<file path="src/rtl/fullconnblockfp_l2.sv">
// fullconnblockfp_l2: 8-input / 5-output stochastic fully-connected layer with saturating state neurons.
// Define FP_DERIV_EN to add the z history and the zp derivative outputs; otherwise zp is tied low.
module fullconnblockfp_l2 #(
  parameter int S_W    = 5,
  parameter int WARMUP = 64,
  parameter int ZP_DLY = 3
) (
  input  logic       CLK,
  input  logic       INIT,
  input  logic       EN,
  input  logic [7:0] a,
  input  logic [7:0] alpha_j_0,
  input  logic [7:0] alpha_j_1,
  input  logic [7:0] alpha_j_2,
  input  logic [7:0] alpha_j_3,
  input  logic [7:0] alpha_j_4,
  input  logic [7:0] SIGN_alpha_j_0,
  input  logic [7:0] SIGN_alpha_j_1,
  input  logic [7:0] SIGN_alpha_j_2,
  input  logic [7:0] SIGN_alpha_j_3,
  input  logic [7:0] SIGN_alpha_j_4,
  output logic [4:0] z,
  output logic [4:0] zp,
  output logic       z_valid
);
  localparam int SMAX = 2**S_W - 1;
  localparam int CW = $clog2(WARMUP + 1);
  localparam logic [S_W-1:0] MID = S_W'(1) << (S_W - 1);
  logic [4:0][7:0] w, sg;
  logic [4:0][S_W-1:0] s_q, s_d;
  logic [4:0] z_q, z_d;
  logic [CW-1:0] cnt_q, cnt_d;
  assign w  = {alpha_j_4, alpha_j_3, alpha_j_2, alpha_j_1, alpha_j_0};
  assign sg = {SIGN_alpha_j_4, SIGN_alpha_j_3, SIGN_alpha_j_2, SIGN_alpha_j_1, SIGN_alpha_j_0};
  function automatic logic [S_W-1:0] step(input logic [S_W-1:0] s, input logic [7:0] act, wt, neg);
    logic [3:0] p, n;
    logic signed [4:0] d;
    logic signed [S_W+5:0] t;
    p = '0;
    n = '0;
    for (int i = 0; i < 8; i++) begin
      p += 4'(act[i] & wt[i] & ~neg[i]);
      n += 4'(act[i] & wt[i] & neg[i]);
    end
    d = $signed({1'b0, p}) - $signed({1'b0, n});
    t = $signed({6'b0, s}) + (S_W+6)'(d);
    // clamp instead of wrap so a saturated neuron leaves saturation on the next opposite step
    return t[S_W+5] ? '0 : (t > (S_W+6)'(SMAX)) ? S_W'(SMAX) : t[S_W-1:0];
  endfunction
  always_comb begin
    s_d = s_q;
    z_d = z_q;
    if (EN)
      for (int k = 0; k < 5; k++) begin
        s_d[k] = step(s_q[k], a, w[k], sg[k]);
        z_d[k] = s_d[k][S_W-1];
      end
    cnt_d = (EN && cnt_q != CW'(WARMUP)) ? cnt_q + 1'b1 : cnt_q;
  end
  always_ff @(posedge CLK) begin
    if (INIT) begin
      s_q   <= {5{MID}};
      z_q   <= '0;
      cnt_q <= '0;
    end else begin
      s_q   <= s_d;
      z_q   <= z_d;
      cnt_q <= cnt_d;
    end
  end
  assign z = z_q;
  assign z_valid = cnt_q == CW'(WARMUP);
`ifdef FP_DERIV_EN
  logic [ZP_DLY-1:0][4:0] h_q, h_d;
  always_comb begin
    h_d = h_q;
    if (EN) begin
      h_d[0] = z_q;
      for (int j = 1; j < ZP_DLY; j++) h_d[j] = h_q[j-1];
    end
  end
  always_ff @(posedge CLK) begin
    if (INIT) h_q <= '0;
    else h_q <= h_d;
  end
  assign zp = z_q & ~h_q[ZP_DLY-1];
`else
  assign zp = '0;
`endif
endmodule

</file>
<file path="config.mk">
export PLATFORM = sky130hd
export DESIGN_NAME = fullconnblockfp_l2
export DESIGN_NICKNAME = d
export VERILOG_FILES = /design/src/rtl/fullconnblockfp_l2.sv
export SDC_FILE = /design/constraint.sdc
export NUM_CORES = 1
export LEC_CHECK = 0
export ABC_CLOCK_PERIOD_IN_PS = 7320
export CORE_AREA = 2 2 116 107
export DETAILED_ROUTE_END_ITERATION = 8
export DIE_AREA = 0 0 118 109
export PLACE_DENSITY = 0.89
export SYNTH_ARGS = -nofsm -noshare
export SYNTH_HDL_FRONTEND = slang
export SYNTH_SLANG_ARGS = --single-unit
</file>
<file path="constraint.sdc">
create_clock -name CLK -period 7.32 [get_ports CLK]
set_clock_uncertainty 0.2 [all_clocks]
set_input_delay 1.098 -clock CLK [delete_from_list [all_inputs] [get_ports CLK]]
set_output_delay 1.098 -clock CLK [all_outputs]
set_load 0.03 [all_outputs]
</file>
==> impl_metrics.toml <==
[timing]
setup_viol = 27
fmaxAchievable_mhz = 131
finalHoldViolations = 0
slew_headroom = 0.0206
slew_violations = 0
layout_setup_ws_ns = -0.310
min_period_ns = 7.63
timing.final.crit_share = 1.04
rsz0062_at_grt = "true"
tightest_slew_ns = 1.47
tns_ns = -3.29

[critical_path]
critPathTopFamily = "adder cells"
cp.arrival_ns = 7.58
crit_fanout = 5
critical_path_buf_inv_count = 5
cp_common_cell = "fa_1"
reg2reg_from = "s_q[10]"
path_class = "in -> reg"
worstPathRequired_ns = 7.27
cpPeakStageDelay_ns = 0.61
cpMaxStageDelayCell = "fa_1"
crit_start = "a[3]"
cp-end-kind = "register"
start_kind = "primary input"

[global_route]
overflow = 0
grt_use_total = 0.295
grt_pass1_vias = 6382
grt_pass1_wl_um = 30200
antenna_found_initial = 0
grt_max_degree = 28

[logic_synthesis]
synth_top_area_share = 0.210
ys_seq_elements = 37
synthFlopType = "dfxtp_1"
synth_fa_ha_area_frac = 0.355
synth_compound_area_frac = 0.156
synthXorXnorAreaFrac = 0.0706
syn_area_mm2 = 0.00571
yosysUniqueCellTypes = 60
yosysSeqAreaShare = 0.130
avgSynthCellArea_um2 = 8.47
yosys_warnings = 0
synthMuxAreaShare = 0.00526
synthTopCellsByArea = "fa_1 21%, ha_1 14%, dfxtp_1 13%, inv_1 5.5%, xnor2_1 4.4%"
synthSimpleGateAreaFrac = 0.209
syn_inst = 674
synth.largest_area_cell = "fa_1"
synth_edf_count = 0
async_reset_ff_frac = 0
synth_top_family_by_area = "adder cells"

[clocking]
root_buffer = "clkbuf_16"
clock_latency_ns = 0.29
cts-htree-levels = 2
cts_tree = "built"
clk_pin_slew_ns = 0.06
clockBufferDepth = 2
cts_num_sinks = 37
cts_buffers = 5

[min_path]
min_path_type = "reg -> reg"
hold_start = "s_q[0]"

[run_status]
violations = "setup timing"
outcome = "finished, violations left"

[finish]
layout-drive-gt1-share = 0.348
antenna_cells = 0
fill_cells = 696
syn2layout_area_growth_pct = 50.4
final_cells = 1057
fin_nets = 1109

[detailed_routing]
wl_um = 22800
via_per_inst = 6.15
vias = 6502
firstDrtPassIters = 5
drtAntennaViolNets = 0
drc = 0
first_iter_violations = 530
wl_per_cell_um = 21.6

[die]
die_x_um = 118
die_height_um = 109
start_util = 0.486
coreArea_mm2 = 0.0117
placement_rows = 38
die-area_mm2 = 0.0129
pin_count = 102

[job]
drv_cap = 0

[place]
io_buffers = 96
gp_congestion = 0.917
hpwlAfterDp_um = 13700
dp.cells = 1020

[power_and_ir_drop]
vdd_drop_max_v = 0.000193
power_density_mw_per_mm2 = 310
power_leakage_nw = 3.97
finalPower_mw = 2.66
## placed cells by master, fill, tap and decap left out, types with 15 or more instances in the layout
| master | instances |
|---|---|
| and3_1 | 16 |
| buf_4 | 127 |
| clkbuf_2 | 17 |
| clkdlybuf4s50_1 | 61 |
| dfxtp_1 | 37 |
| fa_1 | 55 |
| ha_1 | 49 |
| inv_1 | 67 |
| inv_2 | 17 |
| nand2_1 | 48 |
| nand3_1 | 27 |
| nand3b_1 | 15 |
| nor2_1 | 40 |
| xnor2_1 | 29 |
## power breakdown
group / leakage, nW / total (mW) / switching (mW) / internal [mW]
combinational: 3.60 / 2.13 / 1.09 / 1.04
sequential: 0.303 / 0.311 / 0.0538 / 0.258
clock: 0.0706 / 0.218 / 0.0922 / 0.125
## logic make-up (layout without fill, tap and decap cells)
family	count (synthesis)	count (layout)
muxes	3	3
adders and majority gates	127	127
other	1	5
and+or+nand+nor	235	235
AOI/OAI and AO/OA	119	119
DFF	37	37
buffers and inverters	106	325
xor gates and xnor gates	46	46
## worst min-delay path: stages (launching register included)
cell     delay [ns]
dfxtp_1        0.32
nand2_1        0.05
o21ai_1        0.05
## through the flow
stage | hold WS, ns | util | area [um^2] | setup slack (ns)
finish | 0.270 | 0.731 | 8590 | -0.310
global placement | 0.246 | 0.662 | 7770 | -0.664
detailed placement | 0.268 | 0.662 | 7770 | -0.785
global route | 0.301 | 0.731 | 8590 | -0.450
floorplan | 0.229 | - | 5950 | -0.0243
CTS | 0.268 | 0.705 | 8280 | -0.100
## worst paths after layout
path	to	slack (ns)	depth (start not counted)
setup / recovery	s_q[13]	-0.31	25
hold / removal	s_q[0]	0.27	2
setup reg to reg	s_q[13]	4.60	8
hold reg to reg	s_q[0]	0.27	2
## per-layer routing
metal,GRT usage,vias to the layer above,share of wire
li1,-,2751,-
met1,0.345,3058,0.36
met2,0.541,513,0.47
met3,0.0445,180,0.094
met4,0.133,0,0.073
met5,0,-,0
## cells in the mapped netlist, types with 3 or more instances
master / instances
nand3b_1: 15
nor2b_1: 6
buf_4: 5
and3_1: 17
o22a_1: 3
clkbuf_1: 14
xor2_1: 17
fa_1: 60
o21a_1: 10
nand3_1: 27
a311oi_4: 3
o22ai_1: 11
nor3_1: 23
nand4_1: 3
o21ai_0: 15
nand2b_1: 4
nor2_1: 57
mux2i_1: 3
inv_1: 84
or2_2: 3
maj3_1: 5
nor3b_1: 5
xnor2_1: 29
a22oi_1: 9
dfxtp_1: 37
a21o_1: 12
a211oi_1: 3
nor4_2: 3
o21ai_1: 5
o21bai_1: 3
a21oi_1: 26
ha_1: 62
nand2_1: 60
## repair_timing
action                                  CTS  global route
gates cloned                              1             0
resized for setup                       120           123
pin swaps                                81           104
hold buffers                              0             0
endpoints found under the setup margin   30            30
buffers inserted                         21            10
## area by class of cell
class | count | area, um^2 | area share
Tap cell | 160 | 200 | 0.0233
Clock buffer | 6 | 129 | 0.0150
Multi-Input combinational cell | 535 | 5240 | 0.611
Inverter | 84 | 315 | 0.0367
Timing Repair Buffer | 233 | 1950 | 0.227
Clock inverter | 2 | 10.0 | 0.00117
Sequential cell | 37 | 741 | 0.0863
## flip-flops by register name (all words and copies together) (netlist names)
name / flops
s_q: 25
z: 5
cnt_q: 7
(Power assumes the default switching activity.)
